==> src/rtl/rst_sequencer.sv <==
// rst_sequencer: power-on and lock-loss reset sequencer.
// Runs on the free-running EPB clock. It waits for MMCM lock and qualifies it.
// It then pulses the IDELAYCTRL reset, waits for IDELAYCTRL ready, and releases sys_rst.
// If lock never arrives, the MMCM is reset and the sequence retries.
// Lock losses seen while running are counted, saturating at 255.
//
// Build option: define RST_SEQ_SOFT_RST_EN to add the soft_rst_req input.
// A soft request forces an MMCM reset from any state except RESET and MMCM_RST.
// The default build has no soft-reset port or logic.
//
// Every output is registered from the next-state value. Each output therefore
// equals a decode of the state register, and no input has a combinational path
// to an output.
module rst_sequencer #(
  parameter int unsigned LOCK_STABLE_CYCLES  = 1024,
  parameter int unsigned LOCK_TIMEOUT_CYCLES = 65536,
  parameter int unsigned MMCM_RST_CYCLES     = 16,
  parameter int unsigned IDELAY_RST_CYCLES   = 16,
  parameter int unsigned RDY_TIMEOUT_CYCLES  = 4096
) (
  input  logic       epb_clk,
  input  logic       epb_rst_n,
  input  logic       mmcm_locked,
  input  logic       idelay_rdy,
`ifdef RST_SEQ_SOFT_RST_EN
  input  logic       soft_rst_req,
`endif
  output logic       mmcm_rst,
  output logic       idelay_rst,
  output logic       sys_rst,
  output logic       ready,
  output logic [7:0] lock_loss_cnt
);

  // Larger of two cycle parameters, used to size the shared counter.
  function automatic int unsigned max_u(input int unsigned a, input int unsigned b);
    return (a > b) ? a : b;
  endfunction

  localparam int unsigned MAX_CYC =
    max_u(max_u(max_u(LOCK_STABLE_CYCLES, LOCK_TIMEOUT_CYCLES),
                max_u(MMCM_RST_CYCLES, IDELAY_RST_CYCLES)),
          RDY_TIMEOUT_CYCLES);

  // The counter only has to reach MAX_CYC-1, because every terminal compare is at N-1.
  localparam int unsigned CNT_W = (MAX_CYC > 32'd1) ? $clog2(MAX_CYC) : 1;

  localparam logic [CNT_W-1:0] STABLE_LAST  = CNT_W'(LOCK_STABLE_CYCLES  - 32'd1);
  localparam logic [CNT_W-1:0] TIMEOUT_LAST = CNT_W'(LOCK_TIMEOUT_CYCLES - 32'd1);
  localparam logic [CNT_W-1:0] MMCM_LAST    = CNT_W'(MMCM_RST_CYCLES     - 32'd1);
  localparam logic [CNT_W-1:0] IDLY_LAST    = CNT_W'(IDELAY_RST_CYCLES   - 32'd1);
  localparam logic [CNT_W-1:0] RDY_LAST     = CNT_W'(RDY_TIMEOUT_CYCLES  - 32'd1);

  typedef enum logic [2:0] {
    ST_RESET     = 3'd0,
    ST_WAIT_LOCK = 3'd1,
    ST_MMCM_RST  = 3'd2,
    ST_STABLE    = 3'd3,
    ST_IDLY_RST  = 3'd4,
    ST_WAIT_RDY  = 3'd5,
    ST_RUN       = 3'd6
  } state_e;

  // Output decode for a state: {mmcm_rst, idelay_rst, sys_rst, ready}.
  function automatic logic [3:0] decode_outputs(input state_e s);
    logic [3:0] o;
    case (s)
      ST_MMCM_RST: o = 4'b1010;
      ST_IDLY_RST: o = 4'b0110;
      ST_RUN:      o = 4'b0001;
      default:     o = 4'b0010;
    endcase
    return o;
  endfunction

  state_e           state_q, state_d;
  logic [CNT_W-1:0] cnt_q, cnt_d;
  logic [1:0]       lock_sync_q, rdy_sync_q;
  logic             lock_s, rdy_s;
  logic             lost_d;
  logic             mmcm_rst_q, idelay_rst_q, sys_rst_q, ready_q;
  logic [7:0]       lock_loss_q;

  // Two-flop synchronisers for the asynchronous lock and ready inputs.
  always_ff @(posedge epb_clk or negedge epb_rst_n) begin
    if (!epb_rst_n) begin
      lock_sync_q <= 2'b00;
      rdy_sync_q  <= 2'b00;
    end else begin
      lock_sync_q <= {lock_sync_q[0], mmcm_locked};
      rdy_sync_q  <= {rdy_sync_q[0], idelay_rdy};
    end
  end

  assign lock_s = lock_sync_q[1];
  assign rdy_s  = rdy_sync_q[1];

  // Next-state logic, lock-loss detection, and the shared counter update.
  always_comb begin
    state_d = state_q;
    cnt_d   = cnt_q;
    lost_d  = 1'b0;

    case (state_q)
      ST_RESET: begin
        state_d = ST_WAIT_LOCK;
      end
      ST_WAIT_LOCK: begin
        if (lock_s) begin
          state_d = ST_STABLE;
        end else if (cnt_q == TIMEOUT_LAST) begin
          state_d = ST_MMCM_RST;
        end else begin
          state_d = ST_WAIT_LOCK;
        end
      end
      ST_MMCM_RST: begin
        // Lock is deliberately ignored while the MMCM is held in reset.
        if (cnt_q == MMCM_LAST) begin
          state_d = ST_WAIT_LOCK;
        end else begin
          state_d = ST_MMCM_RST;
        end
      end
      ST_STABLE: begin
        if (!lock_s) begin
          state_d = ST_WAIT_LOCK;
        end else if (cnt_q == STABLE_LAST) begin
          state_d = ST_IDLY_RST;
        end else begin
          state_d = ST_STABLE;
        end
      end
      ST_IDLY_RST: begin
        if (!lock_s) begin
          state_d = ST_WAIT_LOCK;
        end else if (cnt_q == IDLY_LAST) begin
          state_d = ST_WAIT_RDY;
        end else begin
          state_d = ST_IDLY_RST;
        end
      end
      ST_WAIT_RDY: begin
        if (!lock_s) begin
          state_d = ST_WAIT_LOCK;
        end else if (rdy_s) begin
          state_d = ST_RUN;
        end else if (cnt_q == RDY_LAST) begin
          state_d = ST_IDLY_RST;
        end else begin
          state_d = ST_WAIT_RDY;
        end
      end
      ST_RUN: begin
        if (!lock_s) begin
          state_d = ST_WAIT_LOCK;
          lost_d  = 1'b1;
        end else if (!rdy_s) begin
          state_d = ST_IDLY_RST;
        end else begin
          state_d = ST_RUN;
        end
      end
      default: begin
        state_d = ST_RESET;
      end
    endcase

`ifdef RST_SEQ_SOFT_RST_EN
    // A soft request wins over every other transition and is never counted as a lock loss.
    if (soft_rst_req && (state_q != ST_RESET) && (state_q != ST_MMCM_RST)) begin
      state_d = ST_MMCM_RST;
      lost_d  = 1'b0;
    end else begin
      state_d = state_d;
    end
`endif

    // Clear on every state change. Hold in RUN and RESET, where no timing is needed.
    if (state_d != state_q) begin
      cnt_d = '0;
    end else if ((state_q == ST_RUN) || (state_q == ST_RESET)) begin
      cnt_d = '0;
    end else begin
      cnt_d = cnt_q + CNT_W'(1);
    end
  end

  // Sequencer state, counter, registered Moore outputs and the saturating lock-loss count.
  always_ff @(posedge epb_clk or negedge epb_rst_n) begin
    if (!epb_rst_n) begin
      state_q      <= ST_RESET;
      cnt_q        <= '0;
      mmcm_rst_q   <= 1'b0;
      idelay_rst_q <= 1'b0;
      sys_rst_q    <= 1'b1;
      ready_q      <= 1'b0;
      lock_loss_q  <= 8'd0;
    end else begin
      state_q <= state_d;
      cnt_q   <= cnt_d;
      {mmcm_rst_q, idelay_rst_q, sys_rst_q, ready_q} <= decode_outputs(state_d);
      if (lost_d && (lock_loss_q != 8'hFF)) begin
        lock_loss_q <= lock_loss_q + 8'd1;
      end else begin
        lock_loss_q <= lock_loss_q;
      end
    end
  end

  assign mmcm_rst      = mmcm_rst_q;
  assign idelay_rst    = idelay_rst_q;
  assign sys_rst       = sys_rst_q;
  assign ready         = ready_q;
  assign lock_loss_cnt = lock_loss_q;

endmodule

==> config.mk <==
export PLATFORM = sky130hd
export DESIGN_NAME = rst_sequencer
export DESIGN_NICKNAME = d
export VERILOG_FILES = /design/src/rtl/rst_sequencer.sv
export SDC_FILE = /design/constraint.sdc
export NUM_CORES = 1
export LEC_CHECK = 0
export CORE_MARGIN = 2
export CORE_UTILIZATION = 61
export CTS_CLUSTER_SIZE = 16
export DETAILED_ROUTE_END_ITERATION = 7
export GPL_ROUTABILITY_DRIVEN = 0
export PLACE_DENSITY_LB_ADDON = 0.12
export SLEW_MARGIN = 40
export SYNTH_ARGS = -nofsm -noshare
export SYNTH_HDL_FRONTEND = slang
export SYNTH_SLANG_ARGS = --single-unit
==> constraint.sdc <==
create_clock -name epb_clk -period 5 [get_ports epb_clk]
set_clock_uncertainty 0.1 [all_clocks]
set_input_delay 1 -clock epb_clk [delete_from_list [all_inputs] [get_ports epb_clk]]
set_output_delay 1 -clock epb_clk [all_outputs]
set_load 0.01 [all_outputs]
* Yosys cells after proc, flatten, opt, wreduce, memory -nomap -nowiden
Cells that the tools add are included.
Storage, ports and cells: bits of input ports 4, output and inout bits 12, logic and storage cells 47, register bits after elaboration 35
Operators by class: add/subtract/negate cells 2, reductions and logical operators 3, mux-type cells 18, equal/unequal tests 15
Operators by type and width (number):
- $mux W16 | 2
- $pmux W3 S7 | 1
- $add A16 B1 Y16 const B | 1
- $eq A16 B10 Y1 const B | 1
- $eq A16 B12 Y1 const B | 1
- $eq A16 B16 Y1 const B | 1
- $eq A16 B4 Y1 const B | 1
- $eq A3 B3 Y1 const B | 5
- $mux W3 | 5
- $pmux W4 S3 | 1
- $mux W2 | 5
- $eq A3 B2 Y1 const B | 3
- $add A8 B1 Y8 const B | 1
- $ne A8 B8 Y1 const B | 1
- $mux W1 | 4
- $eq A3 B1 Y1 const B | 1
- $logic_not A3 Y1 | 1
- $ne A3 B3 Y1 | 1
- $logic_and A1 B1 Y1 | 1
- $logic_or A1 B1 Y1 | 1

* Depth between registers and ports, before layout
depth after elaboration 7, depth in mapped cells 8, gate-level depth less buffers 7

* Worst setup path before layout
No wires, ideal clock.
path kind reg2reg, start register cnt_q[13], end register cnt_q[10], arrival time 2361 ps, buffers on the path 1, required time 4777 ps, stages on the path, launching flop included 8, library setup time 123 ps, path slack 2416 ps, clock period less this slack 2584 ps, cell sequence dfrtp_1 -> or4_4 -> or4_4 -> a221o_1 -> a21o_1 -> o211ai_2 -> buf_12 -> a21oi_2
On the way: longest elaborated chain between the ends 7, elaborated cells on any way between the ends 17, classes of those cells eq/ne (5); mux (12)
Ends and longest elaborated chain:
- from (decl) | RTL line 77 | logic [CNT_W-1:0] cnt_q, cnt_d;
- from (signal assigned) | RTL line 201 | cnt_q <= cnt_d;
- $eq A16 B12 Y1 | RTL line 148 | end else if (cnt_q == RDY_LAST) begin
- $mux W1 | RTL line 148
- $mux W2 | RTL line 146 | end else if (rdy_s) begin
- $mux W3 | RTL line 144 | if (!lock_s) begin
- $pmux W3 S7 (*) | RTL line 104 | case (state_q)
- $ne A3 B3 Y1 (*) | RTL line 180 | if (state_d != state_q) begin
- $mux W16 (*) | RTL line 180
- named net cnt_d[10] | RTL line 77
The timed path passes the listed nets; every way through them passes the cells marked *. A chain may end at the register's enable or synchronous reset.

* Worst setup path after layout
start register cnt_q[13], end register cnt_q[1]
The elaborated chain is that of the path after synthesis.

==> flow_metrics.env <==
export IMPL_cts_tree="yes"
export IMPL_antenna_violating_nets_post_route=0
export IMPL_grt_start_max_net_pins=36
export IMPL_worst_setup_path_type="register to register"
export IMPL_grt_overflow_total=0
export IMPL_numCtsBuffers=5
export IMPL_drc=1
export IMPL_irDropWorstVdd_mv=0.203
export IMPL_routed_top_layer="met4"
export IMPL_count_of_buffers_added_by_post_cts_timing_repair_for_setup=0
export IMPL_timing_critical_path_buf_inv=0
export IMPL_drt_total_wl_um=3310
export IMPL_drt_iter0_drc=68
export IMPL_reg2reg_from="cnt_q[13]"
export IMPL_fmax_ghz=0.354
export IMPL_synthDistinctLibCells=42
export IMPL_whs_path_depth=0
export IMPL_switchingPower_uw=250
export IMPL_antenna_found_initial=0
export IMPL_grt_setup_unrepaired="no"
export IMPL_setup_viol_count_final=0
export IMPL_timing_critical_path_slowest_stage_cell="or4_4"
export IMPL_via_per_inst=6.05
export IMPL_rows=19
export IMPL_post_route_min_period_ns=2.83
export IMPL_cts_buffer_depth=2
export IMPL_dieArea_um2=3440
export IMPL_vias=1338
export IMPL_dr_wl_met3_um=146
export IMPL_fraction_of_final_layout_cells_with_drive_strength_greater_than_1=0.142
export IMPL_dominantRegCellSynth="dfrtp_1"
export IMPL_critical_path_top_cell_by_count="or4_4"
export IMPL_pre_cts_slack_ns=2.17
export IMPL_fin_ws_ns=2.17
export IMPL_syn_area_um2=1820
export IMPL_layout_commonest_cell="dfrtp_1"
export IMPL_seqPwrFrac=0.499
export IMPL_period_share=0.565
export IMPL_hold_path_endpoint="rdy_sync_q[1]"
export IMPL_clock_power_share=0.207
export IMPL_hold_viol=0
export IMPL_flow_area_growth_from_synthesis_pct=11.5
export IMPL_reg_to_reg_end="cnt_q[1]"
export IMPL_avgRoutedWirePerCell_um=15.0
export IMPL_clock_tree_root_cell="clkbuf_4"
export IMPL_p_leak_uw=0.000810
export IMPL_ios=16
export IMPL_slew_headroom=0.588
export IMPL_wl_met1_um=1520
export IMPL_tns_ns=0
export IMPL_cts_sinks=35
export IMPL_status="complete, but fails checks"
export IMPL_most_frequent_cells_in_the_layout="dfrtp_1, clkdlybuf4s50_1, nand2_1, xnor2_1, nor2_1"
export IMPL_worstPathMaxFanout=16
export IMPL_ys_ff_latch=35
export IMPL_grt_util_all_layers=0.233
export IMPL_timing_critical_path_required_ns=5.07
export IMPL_yosys_warnings=0
export IMPL_chain_of_cells_forming_the_critical_path="or4_4 -> or4_4 -> a221o_1 -> a21o_1 -> o211ai_4 -> a21boi_0"
export IMPL_fillCellCount=199
export IMPL_portbufs=15
export IMPL_timing_critical_path_max_delay_family="simple AND/OR/NAND/NOR gates"
export IMPL_dieHeight_um=58.7
export IMPL_cp_slowest_stage_delay_ns=0.57
export IMPL_post_synth_cell_area_avg_um2=10.5
export IMPL_arrival_ns=2.90
export IMPL_ctsHoldBuffers=0
export IMPL_fp_dieW_um=58.7
export IMPL_drv_slew=0
export IMPL_final_net_count=195
export IMPL_share_of_synthesized_area_occupied_by_flip_flops_and_latches=0.481
export IMPL_power_combinational_fraction=0.293
export IMPL_flop2flop_setup_slack_ns=2.17
export IMPL_worst_setup_hold_path_clk_slew_ns=0.10
export IMPL_firstDrtPassIters=6
export IMPL_failed_checks="design-rule violations"
export IMPL_dr_wl_met2_um=1570
export IMPL_htreeDepth=2
export IMPL_intPower_uw=428
export IMPL_synth_async_sr_flop_share=1.00
export IMPL_timing_reg2reg_worst_path_depth=6
export IMPL_dp_hpwl_um=2350
export IMPL_cellPowerDensity_nw_per_um2=334
export IMPL_synth_nets=179
export IMPL_switching_share=0.369
export IMPL_num_antenna_cells=0
export IMPL_worst_slew_pin_transition_ns=0.615
export IMPL_max_cap_viol_count=0
export IMPL_setup_worst_path_start_class="register"
export IMPL_via_count_of_the_first_global_routing_pass=1300
export IMPL_coreArea_um2=2810
export IMPL_number_of_instances_in_the_synthesized_netlist=173
export IMPL_initial_core_utilization=0.649
export IMPL_post_synth_edffs=0
export IMPL_grt_pass1_wl_um=5930
export IMPL_worst_skew_pair_latency_ns=0.33
export IMPL_hold_class="register to register"
export IMPL_hp_start="rdy_sync_q[0]"
export IMPL_cts_resized_gates=0
export IMPL_type_of_destination_of_the_critical_path="register"
[Yosys cell counts, types with 2 or more instances]
library cell,n,area share
a21oi_2,10,0.048
xnor2_1,14,0.067
or4_4,2,0.012
dfrtp_1,34,0.47
ha_1,2,0.014
nand4_1,9,0.031
clkbuf_1,3,0.0062
buf_2,2,0.0055
nor3b_1,3,0.012
o211ai_1,2,0.0082
nor2_1,11,0.023
xor2_1,8,0.038
nand4b_1,2,0.0096
nand2b_1,4,0.014
nor4_1,6,0.021
nand3_1,7,0.019
and2_1,2,0.0069
and3_1,2,0.0069
nand2_1,14,0.029
inv_1,5,0.010
a21o_1,2,0.0082
nor3_1,4,0.011
a21oi_1,6,0.016
[per-layer routing]
metal  GRT usage  vias to the layer above
li1            -                      653
met1       0.314                      655
met2       0.358                       24
met3      0.0637                        6
met4       0.101                        0
met5           0                        -
[cells by family (layout without fill, tap and decap cells)]
logic type      count (synthesis)  in the layout  share of synthesized area
simple gates                   72             72                      0.221
flops                          35             35                      0.481
compound gates                 29             29                      0.133
xor+xnor                       22             22                      0.106
buf+inv                        12             29                     0.0391
fa+ha+maj                       2              2                     0.0137
mux                             1              1                    0.00618
[worst max path at each step]
stage | start | end | slack [ns] | depth (start not counted)
2_1_floorplan | cnt_q[13] | cnt_q[10] | 2.42 | 7
3_3_place_gp | cnt_q[13] | cnt_q[1] | 2.18 | 6
3_5_place_dp | cnt_q[12] | cnt_q[1] | 2.17 | 6
4_1_cts | cnt_q[13] | cnt_q[1] | 2.15 | 6
5_1_grt | cnt_q[12] | cnt_q[1] | 2.00 | 6
6_report | cnt_q[13] | cnt_q[1] | 2.17 | 6
[through the flow]
| stage | power [µW] | std cells | area (µm²) | hold WS (ns) | utilization |
|---|---|---|---|---|---|
| 6_report | 679 | 221 | 2030 | 0.258 | 0.724 |
| 3_5_place_dp | 544 | 213 | 1970 | 0.240 | 0.704 |
| 5_1_grt | 727 | 221 | 2030 | 0.269 | 0.724 |
| 4_1_cts | 686 | 221 | 2020 | 0.264 | 0.722 |
| 3_3_place_gp | 524 | 213 | 1970 | 0.236 | 0.701 |
| 2_1_floorplan | 514 | 173 | 1820 | 0.231 | - |
[power groups by stage]
stage / combinational, µW / sequential, µW / clock, µW
after floorplan: 196 / 318 / 0
after global placement: 184 / 341 / 0
after detailed placement: 201 / 343 / 0
after CTS: 202 / 338 / 145
after global routing: 224 / 343 / 161
final: 199 / 339 / 141
[sequential cells by signal, summed over array words and instances (netlist names)]
name and count:
lock_sync_q 2, cnt_q 16, rdy_sync_q 2, idelay_rst 1, ready 1, mmcm_rst 1, state_q 3, sys_rst 1
lock_loss_cnt 8
[final cells by class]
class | count | area (µm²) | area share
inverter | 5 | 18.8 | 0.00924
clock inverter | 1 | 5.00 | 0.00246
multi-input combinational | 126 | 888 | 0.437
tap | 31 | 38.8 | 0.0191
sequential | 35 | 877 | 0.432
clock buffer | 7 | 45.0 | 0.0222
timing repair buffer | 16 | 158 | 0.0776
Power figures use the tool's default switching activity.
